File: config.mk
export PLATFORM = sky130hd
export DESIGN_NAME = serial_subtractor
export DESIGN_NICKNAME = d
export VERILOG_FILES = /design/src/rtl/serial_sub_pkg.sv /design/src/rtl/fs_cell.sv /design/src/rtl/serial_subtractor.sv
export SDC_FILE = /design/constraint.sdc
export NUM_CORES = 1
export LEC_CHECK = 0
export ABC_CLOCK_PERIOD_IN_PS = 2300
export CAP_MARGIN = 25
export CORE_ASPECT_RATIO = 1.75
export CORE_MARGIN = 2
export CORE_UTILIZATION = 24
export CTS_BUF_LIST = sky130_fd_sc_hd__clkbuf_4 sky130_fd_sc_hd__clkbuf_8 sky130_fd_sc_hd__clkbuf_16
export DETAILED_ROUTE_END_ITERATION = 10
export HOLD_SLACK_MARGIN = 0.06
export PLACE_DENSITY_LB_ADDON = 0.2
export SYNTH_ARGS = -nofsm -noshare
export SYNTH_HDL_FRONTEND = slang
export SYNTH_SLANG_ARGS = --single-unit
File: constraint.sdc
create_clock -name clk -period 2.3 [get_ports clk]
set_clock_uncertainty 0.1 [all_clocks]
set_input_delay 0.46 -clock clk [delete_from_list [all_inputs] [get_ports clk]]
set_output_delay 0.46 -clock clk [all_outputs]
set_load 0.05 [all_outputs]
File: src/rtl/serial_sub_pkg.sv
// serial_sub_pkg: shared state encoding for the serial subtractor
package serial_sub_pkg;
  typedef enum logic [1:0] {IDLE, RUN, DONE} state_t;
endpackage

File: src/rtl/fs_cell.sv
// fs_cell: single-bit full subtractor cell of the borrow chain
module fs_cell (
  input  logic x,
  input  logic y,
  input  logic bi,
  output logic d,
  output logic bo
);
  assign d  = x ^ y ^ bi;
  assign bo = (~x & y) | (~(x ^ y) & bi);
endmodule

File: src/rtl/serial_subtractor.sv
// serial_subtractor: multi-cycle a - b - bin, BITS_PER_CYCLE bits per clock, LSB chunk first
module serial_subtractor
  import serial_sub_pkg::*;
#(
  parameter int WIDTH          = 8,
  parameter int BITS_PER_CYCLE = 1
) (
  input  logic             clk,
  input  logic             rst_n,
  input  logic             start,
  input  logic [WIDTH-1:0] a,
  input  logic [WIDTH-1:0] b,
  input  logic             bin,
  output logic             busy,
  output logic             done,
  output logic [WIDTH-1:0] diff,
  output logic             bout,
  output logic             ovf
);
  localparam int N  = WIDTH / BITS_PER_CYCLE;
  localparam int CW = $clog2(N + 1);
  state_t r_state, w_next;
  logic [CW-1:0] r_cnt;
  logic [WIDTH-1:0] r_a, r_b, r_diff;
  logic r_brw, r_a_msb, r_b_msb, r_bout, r_ovf;
  logic [BITS_PER_CYCLE:0] w_brw;
  logic [BITS_PER_CYCLE-1:0] w_d;
  logic [WIDTH+BITS_PER_CYCLE-1:0] w_cat;
  logic w_last, w_accept;
  assign w_brw[0] = r_brw;
  for (genvar i = 0; i < BITS_PER_CYCLE; i++) begin : g_chain
    fs_cell u_cell (
      .x (r_a[i]),
      .y (r_b[i]),
      .bi(w_brw[i]),
      .d (w_d[i]),
      .bo(w_brw[i+1])
    );
  end
  // new chunk enters at the top so the LSB chunk ends up at bit 0 after N steps
  assign w_cat    = {w_d, r_diff};
  assign w_last   = r_cnt == CW'(N - 1);
  assign w_accept = (r_state == IDLE) && start;
  always_ff @(posedge clk) begin
    if (!rst_n) r_state <= IDLE;
    else        r_state <= w_next;
  end
  always_comb begin
    w_next = (r_state == IDLE) ? (start ? RUN : IDLE) :
             (r_state == RUN)  ? (w_last ? DONE : RUN) : IDLE;
  end
  always_ff @(posedge clk) begin
    if (!rst_n) begin
      r_cnt   <= '0;
      r_a     <= '0;
      r_b     <= '0;
      r_diff  <= '0;
      r_brw   <= 1'b0;
      r_a_msb <= 1'b0;
      r_b_msb <= 1'b0;
      r_bout  <= 1'b0;
      r_ovf   <= 1'b0;
    end else if (w_accept) begin
      r_cnt   <= '0;
      r_a     <= a;
      r_b     <= b;
      r_brw   <= bin;
      r_a_msb <= a[WIDTH-1];
      r_b_msb <= b[WIDTH-1];
    end else if (r_state == RUN) begin
      r_cnt  <= r_cnt + 1'b1;
      r_a    <= r_a >> BITS_PER_CYCLE;
      r_b    <= r_b >> BITS_PER_CYCLE;
      r_brw  <= w_brw[BITS_PER_CYCLE];
      r_diff <= w_cat[WIDTH+BITS_PER_CYCLE-1:BITS_PER_CYCLE];
      r_bout <= w_brw[BITS_PER_CYCLE];
      r_ovf  <= (r_a_msb != r_b_msb) && (w_d[BITS_PER_CYCLE-1] != r_a_msb);
    end
  end
  assign busy = r_state == RUN;
  assign done = r_state == DONE;
  assign diff = r_diff;
  assign bout = r_bout;
  assign ovf  = r_ovf;
endmodule

### Word level (Yosys, flattened, before mapping)

Index checks and enable logic that the tools add are counted.

* input port bits: 20
* register bits after elaboration: 35
* output and inout port bits: 12
* word-level logic and storage cells: 41

* add/subtract/negate cells: 1
* equal/unequal tests: 5
* multiplexer cells: 10
* bitwise logic cells: 9
* reductions and logical operators: 6

Operators by type and width (count)
* two-way mux 8 bit: 4
* two-way mux 2 bit: 3
* adder 4 x 1 -> 4 bit, second input constant: 1
* equality test 4 x 3 -> 1 bit, second input constant: 1
* NOT 1 bit: 4
* two-way mux 1 bit: 3
* bitwise AND 1 bit: 2
* equality test 2 x 1 -> 1 bit, second input constant: 1
* equality test 2 bit, second input constant: 1
* logical AND 1 bit: 2
* zero test 2 bit: 1
* inequality test 1 bit: 2
* AND reduction 2 bit: 1
* nonzero test 2 bit: 1
* OR reduction 2 bit: 1
* XOR 1 bit: 2
* OR 1 bit: 1

### Logic depth before layout (Yosys ltp)

Gate-level depths: netlist (run 1).

* depth in word-level cells: 6
* mapped depth: 7
* depth with buffers taken out: 5

### Modules after synthesis

A second synthesis (run 1) with hierarchy kept.

* cells, all modules: 179
* area, all modules: 1514.0 um^2

By module, submodules not included
* serial_subtractor: cells an instance 175, area each 1482.7 um^2, seq. area each 700.7 um^2, instances 1
* fs_cell: cells an instance 4, area each 31.3 um^2, seq. area each 0.0 um^2, instances 1

### Worst setup path before layout (run 1)

OpenSTA, ideal clock, no wires.

* path kind: register to output
* start: register r_state[1]
* end: output port done
* arrival time: 1.139 ns
* buffers on the path: 0
* cell stages (with the launch flop): 3
* path slack: 0.601 ns
* cell sequence: dfxtp_1 -> inv_1 -> nor2_1

* cells in the longest elaborated chain, start to end: 1

RTL lines
* start, declared: RTL line serial_subtractor.sv:22 `state_t r_state, w_next;`
* start signal, assigned: RTL line serial_subtractor.sv:46 `else r_state <= w_next;`
* equality test 2 bit: RTL line serial_subtractor.sv:81 `assign done = r_state == DONE;`
* end, declared: RTL line serial_subtractor.sv:15 `output logic done,`

No other way between the ends.

### Final worst setup path (run 1)

* start: register r_diff[7], in the netlist diff[7]
* end: output port diff[7]

RTL lines
* start, declared: RTL line serial_subtractor.sv:24 `logic [WIDTH-1:0] r_a, r_b, r_diff;`
* start signal, assigned: RTL line serial_subtractor.sv:75 `r_diff <= w_cat[WIDTH+BITS_PER_CYCLE-1:BITS_PER_CYCLE];`
* end, declared: RTL line serial_subtractor.sv:16 `output logic [WIDTH-1:0] diff,`

No word-level cell between the ends.

==> flow_summary.yaml, run 1 <==
detailed_routing:
  dr.pass1.iters: 4
  route.detailed.drc: 0
  viasPerCell: 4.49
  first_iter_violations: 61
  routed-via-count: 1306
  routedWlPerCell_um: 12.7
  routed_wirelength_um: 3700
  ant_nets: 0
floorplanning:
  core_um2: 5930
  die-width_um: 63.3
  row_count: 37
  pin_count: 32
  die_h_um: 108
  initial_utilization_pct: 24.9
  die_area_um2: 6820
synthesis:
  yosysSeqAreaShare_pct: 47.5
  synth_fp_nets: 198
  synth_area_um2: 1480
  synth-seq-cells: 35
  synth_cell_types: 32
  syn_inst: 176
  post_synth.cell_area_avg_um2: 8.39
  yosysWarnings: 0
worst_setup_path:
  required_ns: 1.74
  endpoint_kind: "primary output"
  crit_buf_inv: 1
  max_stage_delay_ns: 0.82
  cp.arrival_ns: 1.46
  cp_cell_sequence: "clkdlybuf4s50_1"
  critPathKind: "flop to primary output"
  cp_max_fo: 3
  cp_slowest_cell: "clkdlybuf4s50_1"
  critPathTopFamily: "buffers and inverters"
  cp-start-kind: "flop"
clocking:
  clk_pin_slew_ns: 0.08
  postCtsResizedCells: 0
  cts_tree: "done"
  cts-root-buf: "clkbuf_8"
  clk_latency_ns: 0.28
  holdBufCountCts: 0
  cts_buffers: 5
  cts.sinks: 35
  cts_buffer_depth: 2
  post_cts_buffers: 0
  htreeDepth: 2
timing:
  finalHoldViolCount: 0
  finalSetupTns_ns: 0
  setup_viol: 0
  final.setup.worst_slack_ns: 0.277
  maxSlewViolCount: 0
  min_period_over_period_pct: 88.0
  relSlewSlack_pct: 65.9
  rsz0062_at_grt: "false"
  min_period_ns: 2.02
  worst_slew_pin_slew_ns: 0.510
  max_freq_mhz: 494
layout:
  nets: 234
  drive_above_1_share_pct: 11.3
  syn_to_final_growth_pct: 35.8
  antenna_cells: 0
  final_cell_mix: "38 x nand2_1, 35 x dfxtp_1, 29 x a21oi_1, 29 x clkdlybuf4s50_1, 12 x a21boi_0"
  final_common_cell: "nand2_1"
  fillers: 678
  final_core_util_pct: 33.8
global_routing:
  grt_max_degree: 16
  grt_pass1_wl_um: 6240
  track_usage_pct: 11.8
  grt_pass1_vias: 1270
  grt_overflow: 0
  grt_antenna_before_repair: 0
power_and_ir_drop:
  p_total_mw: 1.47
  p_per_area_nw_per_um2: 731
  max-vdd-ir-drop_mv: 0.348
  p_leak_nw: 0.718
min_path:
  hold_class: "flop to flop"
placed_design:
  gp_congestion: 0.704
  port_buffers: 31
  dp_slack_ns: 0.270
  hpwl_um: 2780
run_status:
  status: "finished, final reports clean"
flow_run:
  drv_cap: 0
## cells in the mapped netlist
cell,n,area (um^2)
a21boi_0,12,90.1
a21oi_1,29,145
a31oi_1,1,6.26
and3b_1,1,8.76
buf_2,3,15.0
buf_4,3,22.5
buf_6,2,22.5
clkbuf_1,3,11.3
dfxtp_1,35,701
fa_1,1,20.0
ha_1,1,12.5
inv_1,4,15.0
inv_4,1,6.26
mux2_4,1,15.0
nand2_1,38,143
nand2b_1,2,12.5
nand3_1,2,10.0
nand3b_1,1,7.51
nor2_1,6,22.5
nor2b_1,1,6.26
nor3b_2,1,12.5
o21a_1,1,7.51
o21ai_0,11,55.1
o21ai_1,7,35.0
o21ba_2,1,10.0
o21bai_1,1,7.51
o22ai_1,2,12.5
o2bb2ai_1,1,8.76
or3_1,1,6.26
or3b_4,1,11.3
xnor2_1,1,8.76
xor2_1,1,8.76
## final timing paths
| path | startpoint | to | slack [ns] | cells past startpoint |
|---|---|---|---|---|
| max | diff[7]$_SDFFE_PN0P_ | diff[7] | 0.28 | 1 |
| min | r_b[7]$_SDFFE_PN0P_ | r_b[6]$_SDFFE_PN0P_ | 0.35 | 2 |
| max reg2reg | r_state[0]$_SDFF_PN0_ | r_cnt[3]$_SDFFE_PP0N_ | 0.71 | 4 |
| min reg2reg | r_b[7]$_SDFFE_PN0P_ | r_b[6]$_SDFFE_PN0P_ | 0.35 | 2 |
## report_power, final
| group | switching, mW | internal [mW] | total [mW] |
|---|---|---|---|
| logic | 0.120 | 0.105 | 0.226 |
| clock network | 0.224 | 0.351 | 0.575 |
| registers | 0.0233 | 0.643 | 0.666 |
| total | 0.368 | 1.10 | 1.47 |
## registers in the layout, summed over array words and instances (netlist names), 2 cells and up
| name | count |
|---|---|
| r_a | 8 |
| diff | 8 |
| r_cnt | 4 |
| r_b | 8 |
| r_state | 2 |
## per-layer routing
layer	global-route usage, %	vias up	routed length [um]
met3	3.14	4	158
met5	0	-	0
met2	19.9	28	1900
met1	14.0	607	1580
li1	-	667	-
met4	5.12	0	59
## per-stage QoR
stage | std cells | hold slack, ns | cell area (um^2)
after floorplan | 176 | 0.330 | 1480
after global placement | 283 | 0.342 | 1890
after detailed placement | 283 | 0.349 | 1890
after CTS | 291 | 0.355 | 2010
after global routing | 291 | 0.370 | 2010
final | 291 | 0.348 | 2010
## cell type report
class | instances | area (um^2) | share of cell area [%]
clock buffer | 6 | 82.6 | 4.12
clock inverter | 2 | 35.0 | 1.75
inverter | 5 | 21.3 | 1.06
multi-input combinational | 125 | 683 | 34.1
sequential | 35 | 701 | 34.9
tap | 78 | 97.6 | 4.87
timing repair buffer | 40 | 385 | 19.2
## logic make-up after synthesis
family	Yosys count	share of synthesized area, %
buf+inv	16	6.27
xor+xnor	2	1.19
compound gates	66	25.6
flops	35	47.5
simple gates	54	16.3
fa+ha+maj	2	2.20
mux	1	1.02
## worst reg2reg max path, stage by stage (launching register included)
cell      delay [ns]
dfxtp_1         0.52
nand2b_1        0.19
buf_4           0.23
or3_1           0.35
a21oi_1         0.14
(Power assumes the default switching activity.)
==> run 2, diff against run 1 <==
- CORE_UTILIZATION: 24 -> 45
- CTS_BUF_LIST: sky130_fd_sc_hd__clkbuf_4 sky130_fd_sc_hd__clkbuf_8 sky130_fd_sc_hd__clkbuf_16 -> sky130_fd_sc_hd__clkbuf_2
==> run 2 against run 1 <==
Compared with the run above: clock power shrank 54%; wire length shrank 13%; utilization grew 25 points; flip-flop and latch count is the same; sequential share of layout area grew 2.9 points; sequential power is essentially flat; setup slack lost 0.11 ns; worst hold slack gained 0.016 ns; critical endpoint unchanged.
==> flow_summary.yaml, run 2 (synthesis results as in run 1) <==
timing:
  maxSlewViolCount: 0
  setup_viol: 0
  relSlewSlack_pct: 66.2
  whs_ns: 0.364
  worst_slew_pin_slew_ns: 0.506
  min_period_over_period_pct: 92.9
  final.setup.worst_slack_ns: 0.163
  finalSetupTns_ns: 0
  rsz0062_at_grt: "false"
  finalHoldViolCount: 0
  min_period_ns: 2.14
  max_freq_mhz: 468
layout:
  layoutNonFillerInstCount: 252
  fillers: 296
  final_common_cell: "nand2_1"
  final_core_util_pct: 58.9
  nets: 230
  drive_above_1_share_pct: 8.61
  antenna_cells: 0
  final_cell_mix: "38 x nand2_1, 35 x dfxtp_1, 29 x a21oi_1, 29 x clkdlybuf4s50_1, 12 x a21boi_0"
  syn_to_final_growth_pct: 25.4
detailed_routing:
  dr.pass1.iters: 4
  first_iter_violations: 14
  routed-via-count: 1294
  ant_nets: 0
  routed_wirelength_um: 3230
  routedWlPerCell_um: 12.8
  viasPerCell: 5.13
  route.detailed.drc: 0
worst_setup_path:
  critPathKind: "flop to primary output"
  cp_slowest_cell: "clkdlybuf4s50_1"
  crit_path_end: "diff[7]"
  startpoint: "diff[7]$_SDFFE_PN0P_"
  r2r_cells: 4
  cp-start-kind: "flop"
  max_stage_delay_ns: 0.82
  worst-path-stages: 1
  crit_buf_inv: 1
  cp_cell_sequence: "clkdlybuf4s50_1"
  r2r-start: "r_state[0]$_SDFF_PN0_"
  required_ns: 1.74
  critPathTopFamily: "buffers and inverters"
  ff2ff_setup_slack_ns: 0.71
  endpoint_kind: "primary output"
  reg2reg_to: "r_cnt[3]$_SDFFE_PP0N_"
  cp.arrival_ns: 1.58
  cp_max_fo: 3
clocking:
  cts_buffers: 5
  cts_buffer_depth: 2
  cts.sinks: 35
  clk_pin_slew_ns: 0.16
  cts-root-buf: "clkbuf_2"
  htreeDepth: 2
  clk_latency_ns: 0.36
  cts_tree: "done"
  post_cts_buffers: 0
  holdBufCountCts: 0
  postCtsResizedCells: 0
power_and_ir_drop:
  seqPwrFrac_pct: 58.2
  p_leak_nw: 0.665
  p_sw_share_pct: 28.8
  combPwrFrac_pct: 18.9
  clock_power_share_pct: 22.9
  max-vdd-ir-drop_mv: 0.340
  p_per_area_nw_per_um2: 619
  power.internal_mw: 0.816
  power.switching_mw: 0.330
global_routing:
  grt_overflow: 0
  grt_pass1_vias: 1243
  grt_pass1_wl_um: 5330
  track_usage_pct: 19.3
  grt_antenna_before_repair: 0
  grt_max_degree: 28
placed_design:
  dp_slack_ns: 0.293
  hpwl_um: 2220
  dp_cells: 244
  gp_congestion: 0.856
  port_buffers: 31
floorplanning:
  die_area_um2: 3770
  core_um2: 3140
  row_count: 27
  initial_utilization_pct: 47.0
  die-width_um: 47.3
  pin_count: 32
  die_h_um: 79.8
flow_run:
  drv_cap: 0
min_path:
  min_path_cells: 2
  hold_class: "flop to flop"
run_status:
  status: "finished, final reports clean"
-- run 2: cell count changes in the layout (fill, tap and decap cells not counted), sizes merged --
cell / before / now
buf: 11 / 7
bufinv: 1 / 0
clkinv: 1 / 2
-- run 2: area by class of cell --
cell class                 instances  area (um^2)  area share, %
timing repair buffer              36          355           19.2
multi-input combinational        125          683           36.9
tap                               43         53.8           2.91
clock inverter                     2         7.51          0.405
inverter                           5         21.3           1.15
clock buffer                       6         30.0           1.62
sequential                        35          701           37.8
-- run 2: worst min-delay path by stage --
stage | startpoint | to | slack [ns]
3_3_place_gp | r_b[7]$_SDFFE_PN0P_ | r_b[6]$_SDFFE_PN0P_ | 0.34
2_1_floorplan | r_b[7]$_SDFFE_PN0P_ | r_b[6]$_SDFFE_PN0P_ | 0.33
6_report | r_a[2]$_SDFFE_PN0P_ | r_a[1]$_SDFFE_PN0P_ | 0.36
3_5_place_dp | r_a[2]$_SDFFE_PN0P_ | r_a[1]$_SDFFE_PN0P_ | 0.35
5_1_grt | r_b[3]$_SDFFE_PN0P_ | r_b[2]$_SDFFE_PN0P_ | 0.38
4_1_cts | r_a[2]$_SDFFE_PN0P_ | r_a[1]$_SDFFE_PN0P_ | 0.37
-- run 2: layer usage --
metal / GRT usage (%) / wire length [um]
met5: 0 / 0
met4: 6.67 / 55
met3: 4.98 / 174
met2: 33.0 / 1610
met1: 21.7 / 1390
-- run 2: per-stage QoR --
step / area, um^2 / power [mW]
after global placement: 1810 / 0.891
final: 1850 / 1.15
after floorplan: 1480 / 0.820
after global routing: 1850 / 1.21
after detailed placement: 1810 / 0.898
after CTS: 1850 / 1.16
-- run 2: power by group through the flow --
stage	logic [mW]	registers, mW	clock network, mW
2_1_floorplan	0.129	0.691	0
3_3_place_gp	0.213	0.678	0
3_5_place_dp	0.217	0.681	0
4_1_cts	0.219	0.668	0.277
5_1_grt	0.237	0.672	0.302
6_report	0.216	0.667	0.263
-- run 2: tightest hold or removal path: stages, from the launching register on --
cell and delay [ns]:
dfxtp_1 0.34, nand2_1 0.05, a21oi_1 0.05
==> run 3, diff against run 2 <==
- TNS_END_PERCENT: not set -> 100
==> results of run 3 <==
No change in the layout: final DEF, timing and power equal those of run 2.
